`src/rtl/hdmi_tx_cfg_sequencer.sv`:
```
// hdmi_tx_cfg_sequencer: walks the ADV7513 register table, issuing one I2C byte write per entry with power-up delay, NACK retry and hot-plug rerun
module hdmi_tx_cfg_sequencer #(
    parameter int         TBL_LEN     = 31,
    parameter logic [7:0] DEV_ADDR    = 8'h72,
    parameter int         PWRUP_DELAY = 1000000,
    parameter int         MAX_RETRY   = 3,
    parameter int         RETRY_GAP   = 16
) (
    input  logic        clk,
    input  logic        reset,
    input  logic        start,
    input  logic        hdmi_tx_int,
    output logic [5:0]  tbl_addr,
    input  logic [15:0] tbl_data,
    output logic        i2c_req,
    output logic [7:0]  i2c_dev_addr,
    output logic [7:0]  i2c_reg,
    output logic [7:0]  i2c_wdata,
    input  logic        i2c_ack,
    input  logic        i2c_nack,
    output logic        busy,
    output logic        config_done,
    output logic        error,
    output logic [7:0]  write_count
);
    localparam int CW = $clog2((PWRUP_DELAY > RETRY_GAP ? PWRUP_DELAY : RETRY_GAP) + 1);
    typedef enum logic [2:0] {S_IDLE, S_PWRUP, S_FETCH, S_ISSUE, S_WAIT, S_GAP, S_DONE, S_ERR} state_t;
    state_t        r_state, w_next;
    logic [CW-1:0] r_cnt;
    logic [5:0]    r_index;
    logic [7:0]    r_retry, r_reg, r_wdata, r_dev, r_wcnt;
    logic          r_req, r_busy, r_done, r_err, r_pend;
    logic          r_s1, r_s2, r_s3, r_edge;
    logic          w_resp, w_last, w_acked, w_nack_retry, w_restart;
    assign tbl_addr     = r_index;
    assign i2c_req      = r_req;
    assign i2c_dev_addr = r_dev;
    assign i2c_reg      = r_reg;
    assign i2c_wdata    = r_wdata;
    assign busy         = r_busy;
    assign config_done  = r_done;
    assign error        = r_err;
    assign write_count  = r_wcnt;
    assign w_resp       = i2c_ack | i2c_nack;
    assign w_last       = r_index == 6'(TBL_LEN - 1);
    assign w_acked      = r_state == S_WAIT && i2c_ack && !i2c_nack;
    assign w_nack_retry = r_state == S_WAIT && w_next == S_GAP;
    assign w_restart    = (r_state == S_DONE || r_state == S_ERR) && w_next == S_FETCH;
    // two-flop synchroniser plus a registered rising-edge pulse
    always_ff @(posedge clk) begin
        if (reset) begin
            r_s1   <= 1'b0;
            r_s2   <= 1'b0;
            r_s3   <= 1'b0;
            r_edge <= 1'b0;
        end else begin
            r_s1   <= hdmi_tx_int;
            r_s2   <= r_s1;
            r_s3   <= r_s2;
            r_edge <= r_s2 & ~r_s3;
        end
    end
    always_ff @(posedge clk) begin
        r_state <= reset ? S_IDLE : w_next;
    end
    always_comb begin
        w_next = r_state;
        case (r_state)
            S_IDLE:  w_next = start ? S_PWRUP : S_IDLE;
            S_PWRUP: w_next = !start ? S_IDLE : (r_cnt == '0) ? S_FETCH : S_PWRUP;
            S_FETCH: w_next = !start ? S_IDLE : S_ISSUE;
            S_ISSUE: w_next = !start ? S_IDLE : (tbl_data[15:8] == 8'hFF) ? S_DONE : S_WAIT;
            S_WAIT:  w_next = !w_resp ? S_WAIT : !start ? S_IDLE :
                              i2c_nack ? ((r_retry < 8'(MAX_RETRY)) ? S_GAP : S_ERR) :
                              w_last ? S_DONE : S_FETCH;
            S_GAP:   w_next = !start ? S_IDLE : (r_cnt == '0) ? S_FETCH : S_GAP;
            S_DONE:  w_next = !start ? S_IDLE : (r_edge || r_pend) ? S_FETCH : S_DONE;
            S_ERR:   w_next = !start ? S_IDLE : r_edge ? S_FETCH : S_ERR;
            default: w_next = S_IDLE;
        endcase
    end
    // entering IDLE wipes every output, so an abort looks exactly like reset
    always_ff @(posedge clk) begin
        if (reset || w_next == S_IDLE) begin
            r_cnt   <= CW'(PWRUP_DELAY - 1);
            r_index <= '0;
            r_retry <= '0;
            r_reg   <= '0;
            r_wdata <= '0;
            r_dev   <= '0;
            r_wcnt  <= '0;
            r_pend  <= 1'b0;
            r_req   <= 1'b0;
            r_busy  <= 1'b0;
            r_done  <= 1'b0;
            r_err   <= 1'b0;
        end else begin
            r_req  <= w_next == S_WAIT;
            r_busy <= w_next inside {S_PWRUP, S_FETCH, S_ISSUE, S_WAIT, S_GAP};
            r_done <= w_next == S_DONE;
            r_err  <= w_next == S_ERR;
            if (w_nack_retry)
                r_cnt <= CW'(RETRY_GAP - 1);
            else if (r_state == S_PWRUP || r_state == S_GAP)
                r_cnt <= r_cnt - 1'b1;
            if (r_state == S_ISSUE) begin
                r_reg   <= tbl_data[15:8];
                r_wdata <= tbl_data[7:0];
                r_dev   <= DEV_ADDR;
            end
            if (w_restart) begin
                r_index <= '0;
                r_wcnt  <= '0;
                r_retry <= '0;
                r_pend  <= 1'b0;
            end else begin
                if (r_edge && r_busy)
                    r_pend <= 1'b1;
                if (w_acked) begin
                    r_wcnt  <= (r_wcnt == 8'hFF) ? r_wcnt : r_wcnt + 8'd1;
                    r_retry <= '0;
                    if (!w_last)
                        r_index <= r_index + 6'd1;
                end else if (w_nack_retry)
                    r_retry <= r_retry + 8'd1;
            end
        end
    end
endmodule

```
`config.mk`:
```
export PLATFORM = sky130hd
export DESIGN_NAME = hdmi_tx_cfg_sequencer
export DESIGN_NICKNAME = d
export VERILOG_FILES = /design/src/rtl/hdmi_tx_cfg_sequencer.sv
export SDC_FILE = /design/constraint.sdc
export NUM_CORES = 1
export LEC_CHECK = 0
export ABC_AREA = 1
export BUFFER_PORTS_ARGS = -buffer_cell sky130_fd_sc_hd__buf_2
export CORE_MARGIN = 1.5
export CORE_UTILIZATION = 45
export CTS_CLUSTER_SIZE = 28
export DETAILED_ROUTE_END_ITERATION = 7
export GPL_TIMING_DRIVEN = 1
export HOLD_SLACK_MARGIN = 0.06
export PLACE_DENSITY = 0.67
export SYNTH_ARGS = -nofsm -noshare
export SYNTH_HDL_FRONTEND = slang
export SYNTH_SLANG_ARGS = --single-unit
```
`constraint.sdc`:
```
create_clock -name clk -period 3.7 [get_ports clk]
set_clock_uncertainty 0.05 [all_clocks]
set_input_delay 0.185 -clock clk [delete_from_list [all_inputs] [get_ports clk]]
set_output_delay 0.185 -clock clk [all_outputs]
set_load 0.02 [all_outputs]
```
### After elaboration in Yosys (flattened, before gate mapping)

Index checks and enable logic that the tools add are counted.

* flip-flop bits (word level): 71
* output and inout bits: 42
* logic and storage cells: 85
* bits of input ports: 22

* add/subtract/negate cells: 4
* reduce and logical (&&, ||, !) cells: 20
* multiplexer cells: 20
* bitwise gates (word level): 5
* equality and inequality tests: 17
* order comparisons: 1

Operators with widths (number)
* $mux 20: 2
* $mux 3: 11
* $eq 3x3->1 const B: 8
* $pmux 3 s8: 1
* $logic_not 20->1: 1
* $sub 20x1->20 const B: 1
* $add 8x1->8 const B: 2
* $eq 8x8->1 const B: 2
* $eq 3x2->1 const B: 4
* $mux 2: 5
* $lt 8x2->1 const B: 1
* $add 6x1->6 const B: 1
* $eq 3x1->1 const B: 2
* $eq 6x5->1 const B: 1
* $logic_not 3->1: 2
* $logic_and 1x1->1: 5
* $reduce_bool 5->1: 1
* $logic_or 1x1->1: 4
* $reduce_and 2->1: 2
* $reduce_or 2->1: 2
* $not 1->1: 3
* $reduce_or 3->1: 1
* $reduce_bool 2->1: 1
* $and 1x1->1: 1
* other kinds (3): 3

### Logic depth before layout (Yosys ltp)

* depth in word-level cells: 9
* gate-level depth with buffers: 14
* gate-level depth less buffers: 13

### Worst setup path after synthesis

No wires, ideal clock.

* path type: reg-to-reg
* start point: register r_index[1] (netlist: tbl_addr[1])
* end point: register r_cnt[2]
* data arrival time: 1.696 ns
* data required time: 3.525 ns
* buffers on the path: 1
* library setup time: 0.125 ns
* slack: 1.829 ns
* period minus slack after synthesis: 1.871 ns
* stages on the path, launching flop included: 12
* cells stage by stage: dfxtp_1 ha_1 nand3_1 o21ai_0 nand2_1 nand2_1 nand2_1 nand3b_1 nand2_1 nand2_4 buf_2 nand3_1

* word-level cells in the longest chain between the ends: 9
* elaborated cells on any way between the ends: 11
* classes of those cells: 2 x eq/ne; 5 x mux; 4 x reduce/logical

Ends and longest elaborated chain
* start: declaration: RTL line 30 `logic [5:0] r_index;`
* start signal: assignment: RTL line 123 `r_index <= r_index + 6'd1;`
* $eq 6x5->1 *: RTL line 45 `assign w_last = r_index == 6'(TBL_LEN - 1);`
* $mux 3 *: RTL line 75 `w_last ? S_DONE : S_FETCH;`
* $mux 3 *: RTL line 74 `i2c_nack ? ((r_retry < 8'(MAX_RETRY)) ? S_GAP : S_ERR) :`
* $mux 3 * (2 in series): RTL line 73 `S_WAIT: w_next = !w_resp ? S_WAIT : !start ? S_IDLE :`
* $pmux 3 s8 *: RTL line 68 `case (r_state)`
* $eq 3x3->1 or $logic_not 3->1 (tied branches): RTL line 47, 84
* $logic_and 1x1->1 or $logic_or 1x1->1 (tied branches): RTL line 47, 84
* $reduce_or 2->1 (no line) *
* end signal: assignment: RTL line 85 `r_cnt <= CW'(PWRUP_DELAY - 1);`
* end signal: assignment: RTL line 103 `r_cnt <= CW'(RETRY_GAP - 1);`
* end signal: assignment: RTL line 105 `r_cnt <= r_cnt - 1'b1;`
* end: declaration: RTL line 29 `logic [CW-1:0] r_cnt;`

Every way passes the cells marked *; elsewhere a longest branch is shown, timed or not.
A chain may end at the register's enable or synchronous reset.

### Worst setup path after layout

* start point: register r_state[2]
* end point: register r_retry[1]

* word-level cells in the longest chain between the ends: 5
* elaborated cells on any way between the ends: 19
* classes of those cells: 9 x eq/ne; 1 x mux; 9 x reduce/logical

Ends and longest elaborated chain
* start: declaration: RTL line 28 `state_t r_state, w_next;`
* start signal: assignment: RTL line 64 `r_state <= reset ? S_IDLE : w_next;`
* $eq 3x3->1, or another cell as far along: RTL line 48, 68
* $pmux 3 s8: RTL line 68
* $eq 3x2->1 or $logic_not 3->1 (tied branches): RTL line 48, 84
* $logic_and 1x1->1 or $logic_or 1x1->1 (tied branches): RTL line 48, 84
* $reduce_or 3->1 (no line)
* end signal: assignment: RTL line 125 `r_retry <= r_retry + 8'd1;`
* end: declaration: RTL line 31 `logic [7:0] r_retry, r_reg, r_wdata, r_dev, r_wcnt;`

Several ways; a longest one is shown, not always the timed one.

==> out/results.txt <==
layout net count: 535
Core Box Area: 6910 sq um
Area growth syn-to-layout: 21.3%
hold depth: 3
Mean Syn Cell Area: 7.62 sq um
DR WL/cell: 10.8 um
GRT Overall Usage: 17.7%
Starting Density: 47.4%
Static Leak: 1.84 nW
unrepaired setup endpoints after global routing: no
via count: 2796
Final Hold Fails: 0
Hold Path Class: in -> reg
Max Freq: 0.477 GHz
CP startpoint kind: flip-flop
total congestion overflow: 0
Clock Pin Slew Worst Setup and Hold Paths: 0.07 ns
post-cts resize count: 0
CTS tree: done
Routed Antenna Nets: 0
largest net degree at the start of global routing: 20
die width: 88.3 um
placed cell count: 576
post-synth top area share: 43.4%
sequential area share after synthesis: 43.4%
hold endpoint: i2c_reg[0]
largest cells by area after synthesis: dfxtp_1 (43%), nor2_1 (9.6%), nand2_1 (7.7%)
IO Pins: 64
Power Dens Cells: 368 nW/um^2
clk root buf: clkbuf_8
global-route wire length before repair: 10700 um
vias in the first global route: 2466
hold path startpoint: tbl_data[8]
initial antenna violation count: 0
number of buffers created by CTS: 9
initial DRC count: 66
Top FF cell, synth: dfxtp_1
final setup fails: 0
H-tree Lvls: 3
share of flip-flops with an asynchronous set or reset: 0%
post-synth top area cell: dfxtp_1
Synth Warn #: 0
Die H: 88.3 um
crit share post-route: 56.6%
CP required: 3.92 ns
synthesis-stage register bit count: 71
total of max-cap violations: 0
critical path class: reg -> reg
worst r2r dst: r_retry[1]
drt pass-1 iters: 4
final non-filler cell total: 608
total negative slack: 0 ns
maximum VDD drop: 0.211 mV
count of cell types in the netlist: 37
Largest Register: r_cnt
Critical Path End Type: flip-flop
Placer Congestion: 0.881
# port buffers: 59
Post-synth EDFFs: 0
cell count of the worst reg-to-reg path: 12
worst r2r src: r_state[2]
Hold Slack: 0.0881 ns
Largest register FFs: 20
# rows: 30
diodes inserted: 0
clock sink total: 71
Routed WL: 6570 um
Final HPWL DP: 4600 um
worst skew pair latency: 0.34 ns
most common cell after layout, fill and taps aside: nor2_1
crit-path max FO: 16
Cells after Synth: 430
most frequent cells in the layout: nor2_1 (84), dfxtp_1 (71), nand2_1 (67)
Tmin final: 2.09 ns
status: completed
Syn Std Cell Area: 3280 sq um
R2R Setup Slk: 1.61 ns
CTS Buffer Depth: 2
share of cells above drive strength 1: 21.5%
crit path DAT: 2.31 ns
Final Max Slew Viols: 0
DRC viols: 0
DIE AREA: 7800 sq um
Via density: 4.60
==> layer usage <==
metal  wire [um]  track usage, %  share of wire (%)
met1        3140            22.2                 48
met2        3170            29.0                 48
met3         211            4.48                3.2
met4          52            7.67               0.79
met5           0               0                  0
==> kinds of logic (layout without fill, tap and decap cells) <==
kind of cell,count (synthesis),in the layout,synth area share (%)
buffers and inverters,69,148,9.36
adder cells (fa/ha/maj),6,6,2.29
AO/OA/AOI/OAI,25,25,4.01
AND/OR/NAND/NOR,226,226,31.7
other,1,4,0.114
flip-flops,71,71,43.4
multiplexers,14,14,4.28
XOR/XNOR,18,18,4.81
==> how the worst max path moves through the flow <==
stage | startpoint | end | slack [ns]
2_1_floorplan | tbl_addr[1] | r_cnt[2] | 1.83
3_3_place_gp | r_state[1] | r_cnt[12] | 1.69
3_5_place_dp | r_state[2] | r_retry[1] | 1.62
4_1_cts | r_state[2] | r_retry[1] | 1.59
5_1_grt | r_state[2] | r_retry[5] | 1.35
6_report | r_state[2] | r_retry[1] | 1.61
==> critical path, stage by stage, from the launching register on <==
cell     delay, ns
dfxtp_1       0.43
inv_2         0.10
nor3_4        0.25
nand2_1       0.10
nor2_1        0.12
nor2_1        0.05
nand2_1       0.09
nand2_2       0.12
nand2_2       0.11
nand2_2       0.07
nand2_4       0.19
nand3_2       0.21
nor2_1        0.14
==> cell usage after synthesis, types with 2 or more instances <==
master,number
a21oi_1,9
buf_2,3
buf_4,7
buf_6,2
dfxtp_1,71
ha_1,6
inv_1,53
inv_2,2
mux2i_1,14
nand2_1,67
nand2_2,6
nand2_4,2
nand3_1,22
nand3_2,2
nand3b_1,3
nand4_1,8
nor2_1,84
nor2_2,16
nor3_1,7
o21ai_0,9
o21ai_1,4
or2_2,2
xnor2_1,8
xor2_1,10
==> report_power, final <==
group | internal [mW] | switching, mW | total [mW]
clock network | 0.327 | 0.288 | 0.615
registers | 0.767 | 0.00279 | 0.770
logic | 0.0293 | 0.0463 | 0.0757
==> metrics by stage <==
stage / utilization [%] / power (mW) / cell area, sq um / setup slack (ns)
6_report: 57.5 / 1.46 / 3970 / 1.61
5_1_grt: 57.5 / 1.52 / 3970 / 1.35
4_1_cts: 57.5 / 1.48 / 3970 / 1.59
3_5_place_dp: 52.4 / 0.851 / 3620 / 1.62
3_3_place_gp: 52.4 / 0.850 / 3620 / 1.69
2_1_floorplan: - / 0.833 / 3290 / 1.83
==> repair_timing <==
| item | 4_1_cts | 5_1_grt |
|---|---|---|
| setup buffers | 0 | 0 |
| hold buffers | 16 | 0 |
| endpoints found under the setup margin | 0 | 0 |
| hold endpoints to repair | 18 | 0 |
==> layout make-up <==
cell class	instances	area [sq um]
Fill cell	677	2930
Clock buffer	10	138
Tap cell	96	120
Inverter	56	213
Timing Repair Buffer	76	463
Clock inverter	6	58.8
Multi-Input combinational cell	293	1560
Sequential cell	71	1420
(Power assumes the default switching activity.)
